--- src/rtl/arb_pkg.sv ---
// arb_pkg: shared arbiter state type and one-hot helper
package arb_pkg;
  typedef enum logic {IDLE, GRANT} arb_state_t;
  function automatic logic [3:0] onehot4(input logic [1:0] idx);
    return 4'b0001 << idx;
  endfunction
endpackage

--- src/rtl/rr_pick4.sv ---
// rr_pick4: rotating-priority scan of four requests starting at index start
module rr_pick4 (
  input  logic [3:0] req,
  input  logic [1:0] start,
  output logic       valid,
  output logic [1:0] idx
);
  // Descending scan so the lowest rotated offset is written last and wins
  always_comb begin
    valid = |req;
    idx = start;
    for (int k = 3; k >= 0; k--) if (req[start + 2'(k)]) idx = start + 2'(k);
  end
endmodule

--- src/rtl/rr_arb_4to1.sv ---
// rr_arb_4to1: round-robin 4-way arbiter with beat-limited grant hold driving a 4:1 mux
module rr_arb_4to1 import arb_pkg::*; #(
  parameter int MAX_HOLD = 4,
  localparam int CNT_W = (MAX_HOLD > 1) ? $clog2(MAX_HOLD) : 1
) (
  input  logic             clk,
  input  logic             rst,
  input  logic [3:0]       req,
  input  logic             ready,
  output logic [3:0]       gnt,
  output logic [1:0]       sel,
  output logic             en,
  output logic [CNT_W-1:0] beat_cnt
);
  arb_state_t state, state_nxt;
  logic [1:0] ptr, ptr_nxt, sel_nxt, idx;
  logic [3:0] gnt_nxt;
  logic [CNT_W-1:0] cnt_nxt;
  logic en_nxt, valid, rel, load;
  rr_pick4 u_pick (
    .req   (req),
    .start ((state == GRANT ? sel : ptr) + 2'd1),
    .valid (valid),
    .idx   (idx)
  );
  assign rel = state == GRANT && (!req[sel] || (ready && beat_cnt == CNT_W'(MAX_HOLD - 1)));
  assign load = (state == IDLE || rel) && valid;
  always_comb begin
    state_nxt = state;
    ptr_nxt = rel ? sel : ptr;
    sel_nxt = sel;
    gnt_nxt = gnt;
    en_nxt = en;
    cnt_nxt = beat_cnt;
    if (load) begin
      state_nxt = GRANT;
      sel_nxt = idx;
      gnt_nxt = onehot4(idx);
      en_nxt = 1'b1;
      cnt_nxt = '0;
    end else if (rel || state != GRANT) begin
      state_nxt = IDLE;
      gnt_nxt = '0;
      en_nxt = 1'b0;
      cnt_nxt = '0;
    end else if (ready) begin
      cnt_nxt = beat_cnt + CNT_W'(1);
    end
  end
  always_ff @(posedge clk or posedge rst) begin
    if (rst) begin
      state <= IDLE;
      ptr <= 2'd3;
      sel <= 2'd0;
      gnt <= '0;
      en <= 1'b0;
      beat_cnt <= '0;
    end else begin
      state <= state_nxt;
      ptr <= ptr_nxt;
      sel <= sel_nxt;
      gnt <= gnt_nxt;
      en <= en_nxt;
      beat_cnt <= cnt_nxt;
    end
  end
endmodule

--- config.mk ---
export PLATFORM = sky130hd
export DESIGN_NAME = rr_arb_4to1
export DESIGN_NICKNAME = d
export VERILOG_FILES = /design/src/rtl/arb_pkg.sv /design/src/rtl/rr_pick4.sv /design/src/rtl/rr_arb_4to1.sv
export SDC_FILE = /design/constraint.sdc
export NUM_CORES = 1
export LEC_CHECK = 0
export ABC_AREA = 0
export CAP_MARGIN = 20
export CORE_AREA = 2 2 39 41
export DETAILED_ROUTE_END_ITERATION = 10
export DIE_AREA = 0 0 41 43
export PLACE_DENSITY = 0.87
export SLEW_MARGIN = 20
export SYNTH_ARGS = -nofsm -noshare
export SYNTH_HDL_FRONTEND = slang
export SYNTH_SLANG_ARGS = --single-unit
--- constraint.sdc ---
create_clock -name clk -period 4.7 [get_ports clk]
set_input_delay 1.41 -clock clk [delete_from_list [all_inputs] [get_ports clk]]
set_output_delay 1.41 -clock clk [all_outputs]
set_load 0.01 [all_outputs]
==> flow_summary.ini, run 1 <==
[clock_network]
clock_latency_ps = 270
path_clk_slew_ps = 80
cts_made_buffers = 3
cts_tree = yes
ctsRootBufferMaster = clkbuf_4
cts_sinks = 11
clock_path_buffers = 2
holdBufCountCts = 0
cts_resized = 0
cts_setup_buffers = 0
htreeDepth = 1

[yosys]
synthArstFlopShare_pct = 100
syn_area_sq_um = 619
synth_area_leaders = dfrtp_1, dfstp_2, a21oi_1, mux2i_2, mux2_2
ys.flop_type = dfrtp_1
synth_top_family_by_area = compound AO/OA/AOI/OAI gates
syn_inst = 55
yosys_warnings = 0
synth.top_cell.area_share_pct = 36.4
yosysUniqueCellTypes = 28
avgSynthCellArea_sq_um = 11.3
synth-xor-area-share_pct = 2.83
syn-num-nets = 63
synth.most_common_cell = dfrtp_1
synth_top_area_cell = dfrtp_1
synthTopCellsByCount = dfrtp_1, a21oi_1, nand2_1
synth-edff-count = 0
synth_mux_area_share_pct = 13.3
synth_adder_area_share_pct = 2.02
ys_seq_area_share_pct = 44.8
synthSimpleGateAreaFrac_pct = 14.7
synth_seq_cells = 11
synth_compound_area_share_pct = 18.0

[route]
wl_met1_um = 583
wl_met3_um = 40
dr_total_vias = 489
first_iter_violations = 17
drcViolationCount = 0
wire_per_inst_um = 14.7
dr_wl_met2_um = 688
post_drt_via_cell_ratio = 5.49
highest_layer = met3
first_pass_iters = 4
antenna_left = 0
wirelength_mm = 1.31

[setup_path]
critical-path-slowest-cell = nor4_1
path_buf_inv = 1
arrival_ps = 3180
cp-start-kind = primary input
critical_path_class = primary input to flop
cpPeakStageDelay_ps = 890
required_ps = 4860
cp_top_family = simple AND/OR/NAND/NOR gates
cp_max_fo = 7
cp-end-kind = flop
cp_cell_sequence = clkdlybuf4s50_1 > nor4_1 > nor3_2 > a22o_2

[layout]
finalCoreUtilization_pct = 58.2
syn2layout_area_growth_pct = 30.1
drive_above_1_share_pct = 23.3
finalNetCount = 82
antenna_cells = 0
fin_cells = 89

[floorplan]
io-pin-count = 16
dieHeight_um = 43
core_area_sq_mm = 0.00138
fp-row-count = 14
initial_core_util_pct = 44.8
die_area_sq_mm = 0.00176
chipWidth_um = 41

[place]
dp.cells = 85
place_ws_ps = 1410
dp_hpwl_um = 992
io_buffers = 15
gp_congestion = 0.769

[power]
net-switching-power_mw = 0.188
pwr-share-seq_pct = 34.6
p_leak_nw = 0.333
powerDensity_mw_per_mm2 = 616
cellInternalPower_mw = 0.308
combPwrFrac_pct = 52.6
pwr-share-clk_pct = 12.8
p_sw_share_pct = 37.9
peakVddDrop_mv = 0.316

[sta]
slew_violations = 0
finalHoldViolCount = 0
setup_slack_ps = 1680
hold-worst-slack_ps = 491
rsz0062_at_grt = no
final-setup-viol-count = 0
fmax_mhz = 331
finalCriticalPeriod_ps = 3020
fin_crit_sh_pct = 64.2
finalSetupTns_ps = 0
relSlewSlack_pct = 30.2
skew_ps = 6.26
tightest_slew_ps = 1040

[status]
outcome = finished clean

[grt]
grt_max_degree = 12
antenna_found_initial = 0
grt_pass1_vias = 458
grt_overflow_total = 0
grt_pass1_wl_mm = 2.08
grtUsageTotal_pct = 18.6

[hold_path]
min_path_type = flop to flop

[run]
cap_violations = 0
==> registers in the layout (all words and copies together) (netlist names) <==
signal	cells
beat_cnt	2
state	1
gnt	4
sel	2
ptr	2
==> kinds of logic (layout without fill, tap and decap cells) <==
family | after synthesis | in the layout
flops | 11 | 11
mux | 6 | 6
simple gates | 16 | 16
fa+ha+maj | 1 | 1
compound gates | 14 | 14
xor+xnor | 2 | 2
buf+inv | 5 | 23
==> worst paths after layout <==
kind                               startpoint                      end  slack, ps  cells past startpoint
min reg2reg                gnt[1]$_DFFE_PP0P_       gnt[1]$_DFFE_PP0P_        490                      2
max in group asynchronous                 rst       ptr[0]$_DFFE_PP1P_       2950                      2
min                        gnt[1]$_DFFE_PP0P_       gnt[1]$_DFFE_PP0P_        490                      2
max                                    req[3]       gnt[0]$_DFFE_PP0P_       1680                      4
min in group asynchronous                 rst  beat_cnt[1]$_DFFE_PP0P_       1430                      2
max reg2reg                 state$_DFFE_PP0P_       gnt[2]$_DFFE_PP0P_       2840                      5
==> power groups by stage <==
stage / registers, mW / logic [mW] / clock network [mW]
6_report: 0.172 / 0.261 / 0.0637
5_1_grt: 0.177 / 0.285 / 0.0734
4_1_cts: 0.172 / 0.263 / 0.0673
3_5_place_dp: 0.173 / 0.261 / 0
3_3_place_gp: 0.171 / 0.254 / 0
2_1_floorplan: 0.181 / 0.168 / 0
==> stage by stage <==
| step | total power [mW] | instance area [sq um] |
|---|---|---|
| global placement | 0.425 | 778 |
| floorplan | 0.348 | 619 |
| CTS | 0.502 | 806 |
| global route | 0.536 | 806 |
| detailed placement | 0.434 | 778 |
| finish | 0.497 | 806 |
==> worst reg2reg max path, stage by stage (launching register included) <==
cell	delay, ps
dfrtp_1	460
mux2i_2	380
nand2_1	160
o2bb2ai_1	150
a21oi_1	410
a32o_1	240
==> layout make-up <==
| type | instances | area (sq um) |
|---|---|---|
| clock inverters | 1 | 5.00 |
| inverters | 4 | 15.0 |
| multi-input cells | 39 | 315 |
| fillers | 130 | 578 |
| clock buffers | 3 | 22.5 |
| well taps | 16 | 20.0 |
| repair buffers | 15 | 150 |
| flip-flops and latches | 11 | 278 |
==> layout by cell type, fill, tap and decap left out, types with 2 or more instances in the layout <==
| master | synthesis | routed |
|---|---|---|
| nor2_1 | 4 | 4 |
| dfstp_2 | 2 | 2 |
| nand2_1 | 5 | 5 |
| nor2b_1 | 2 | 2 |
| mux2_2 | 2 | 2 |
| inv_1 | 4 | 4 |
| clkdlybuf4s50_1 | 0 | 15 |
| dfrtp_1 | 9 | 9 |
| mux2i_2 | 2 | 2 |
| clkbuf_4 | 0 | 3 |
| a21oi_1 | 6 | 6 |
==> routing by layer <==
| layer | global-route usage, % | vias to the layer above |
|---|---|---|
| li1 | - | 236 |
| met1 | 24.7 | 243 |
| met2 | 26.9 | 10 |
| met3 | 7.85 | 0 |
| met4 | 6.00 | 0 |
| met5 | 0 | - |
Note: power is estimated with default switching activity, not from simulation.
==> inputs of run 2 (changes only) <==
- CORE_AREA: 2 2 39 41 -> default
- CORE_MARGIN: default -> 1
- CORE_UTILIZATION: default -> 46
- DIE_AREA: 0 0 41 43 -> default
- PLACE_DENSITY: 0.87 -> 0.86
- clock period: 4.7 -> 3.1 ns (I/O delays scaled with it)
==> run 2 against run 1 <==
Net effect:
- sequential share of layout area fell by 0.16 points
- non-clock buffer count rose by 1
- critical path depth did not move
- critical path type unchanged
- largest power group unchanged
==> flow_summary.ini, run 2 (synthesis gave the netlist of run 1 again) <==
[clock_network]
cts_setup_buffers = 0
holdBufCountCts = 0
cts_tree = yes
cts_sinks = 11
clock_latency_ps = 270
cts_resized = 0
path_clk_slew_ps = 70
ctsRootBufferMaster = clkbuf_4
htreeDepth = 1
cts_made_buffers = 3
clock_path_buffers = 2

[layout]
largest_reg_flops = 4
largest_register = gnt
finalNetCount = 83
syn2layout_area_growth_pct = 30.7
antenna_cells = 0
final_cell_mix = clkdlybuf4s50_1, dfrtp_1, a21oi_1
fin_area_sq_um = 810
finalCoreUtilization_pct = 69.1
drive_above_1_share_pct = 23.0
final_common_cell = clkdlybuf4s50_1

[sta]
final-setup-viol-count = 0
tightest_slew_ps = 435
fmax_mhz = 412
relSlewSlack_pct = 71.0
finalCriticalPeriod_ps = 2430
skew_ps = 3.01
finalHoldViolCount = 0
hold-worst-slack_ps = 497
setup_slack_ps = 675
slew_violations = 0
rsz0062_at_grt = no
finalSetupTns_ps = 0
fin_crit_sh_pct = 78.2

[route]
wirelength_mm = 1.31
antenna_left = 0
first_iter_violations = 7
first_pass_iters = 4
dr_total_vias = 484
post_drt_via_cell_ratio = 5.50
wire_per_inst_um = 14.9
drcViolationCount = 0

[grt]
grt_pass1_vias = 423
grtUsageTotal_pct = 22.6
antenna_found_initial = 0
grt_overflow_total = 0
grt_max_degree = 12
grt_pass1_wl_mm = 2.08

[floorplan]
chipWidth_um = 38.7
core_area_sq_mm = 0.00117
io-pin-count = 16
initial_core_util_pct = 52.9
dieHeight_um = 38.7
fp-row-count = 12
die_area_sq_mm = 0.00150

[setup_path]
critical_path_class = primary input to flop
cp_max_fo = 7
arrival_ps = 2630
cp-end-kind = flop
cp-start-kind = primary input
required_ps = 3300

[power]
peakVddDrop_mv = 0.495
powerDensity_mw_per_mm2 = 941
p_leak_nw = 0.336

[hold_path]
min_path_type = flop to flop

[place]
dp_hpwl_um = 968
gp_congestion = 0.681
io_buffers = 15
place_area_sq_um = 783
place_ws_ps = 393

[status]
outcome = finished clean

[run]
cap_violations = 0
[run 2: final timing paths]
| path | slack (ps) | endpoint | cells past startpoint | startpoint |
|---|---|---|---|---|
| worst max-delay path | 670 | ptr[0]$_DFFE_PP1P_ | 4 | req[3] |
| worst min-delay path | 500 | gnt[3]$_DFFE_PP0P_ | 2 | gnt[3]$_DFFE_PP0P_ |
| worst max register to register | 1260 | gnt[2]$_DFFE_PP0P_ | 5 | state$_DFFE_PP0P_ |
| worst min register to register | 500 | gnt[3]$_DFFE_PP0P_ | 2 | gnt[3]$_DFFE_PP0P_ |
| max in group asynchronous | 1840 | ptr[0]$_DFFE_PP1P_ | 2 | rst |
| min in group asynchronous | 940 | sel[1]$_DFFE_PP0P_ | 2 | rst |
[run 2: metal layers]
metal | part of all wire [%] | GRT usage (%) | up-vias
met2 | 51 | 35.0 | 10
met5 | 0 | 0 | -
met3 | 4.8 | 8.67 | 4
met1 | 43 | 27.5 | 229
met4 | 1.1 | 10.3 | 0
li1 | - | - | 241
[run 2: per-stage QoR]
step,std cells,total power [mW]
after CTS,88,0.771
after global routing,88,0.811
final,88,0.762
after floorplan,55,0.528
after global placement,84,0.644
after detailed placement,84,0.665
[run 2: final cells by class]
type | instances | area (sq um)
repair buffers | 16 | 158
multi-input cells | 39 | 315
inverters | 4 | 15.0
clock buffers | 4 | 26.3
well taps | 14 | 17.5
fillers | 89 | 362
flip-flops and latches | 11 | 278
[run 2: power breakdown]
| part | switching [mW] | internal (mW) | total (mW) |
|---|---|---|---|
| sequential | 0.0537 | 0.210 | 0.264 |
| clock | 0.0485 | 0.0499 | 0.0984 |
| combinational | 0.188 | 0.212 | 0.400 |
[run 2: critical path, stage by stage]
cell and delay, ps:
clkdlybuf4s50_1 510, mux4_2 510, a21boi_0 290, mux2_2 390
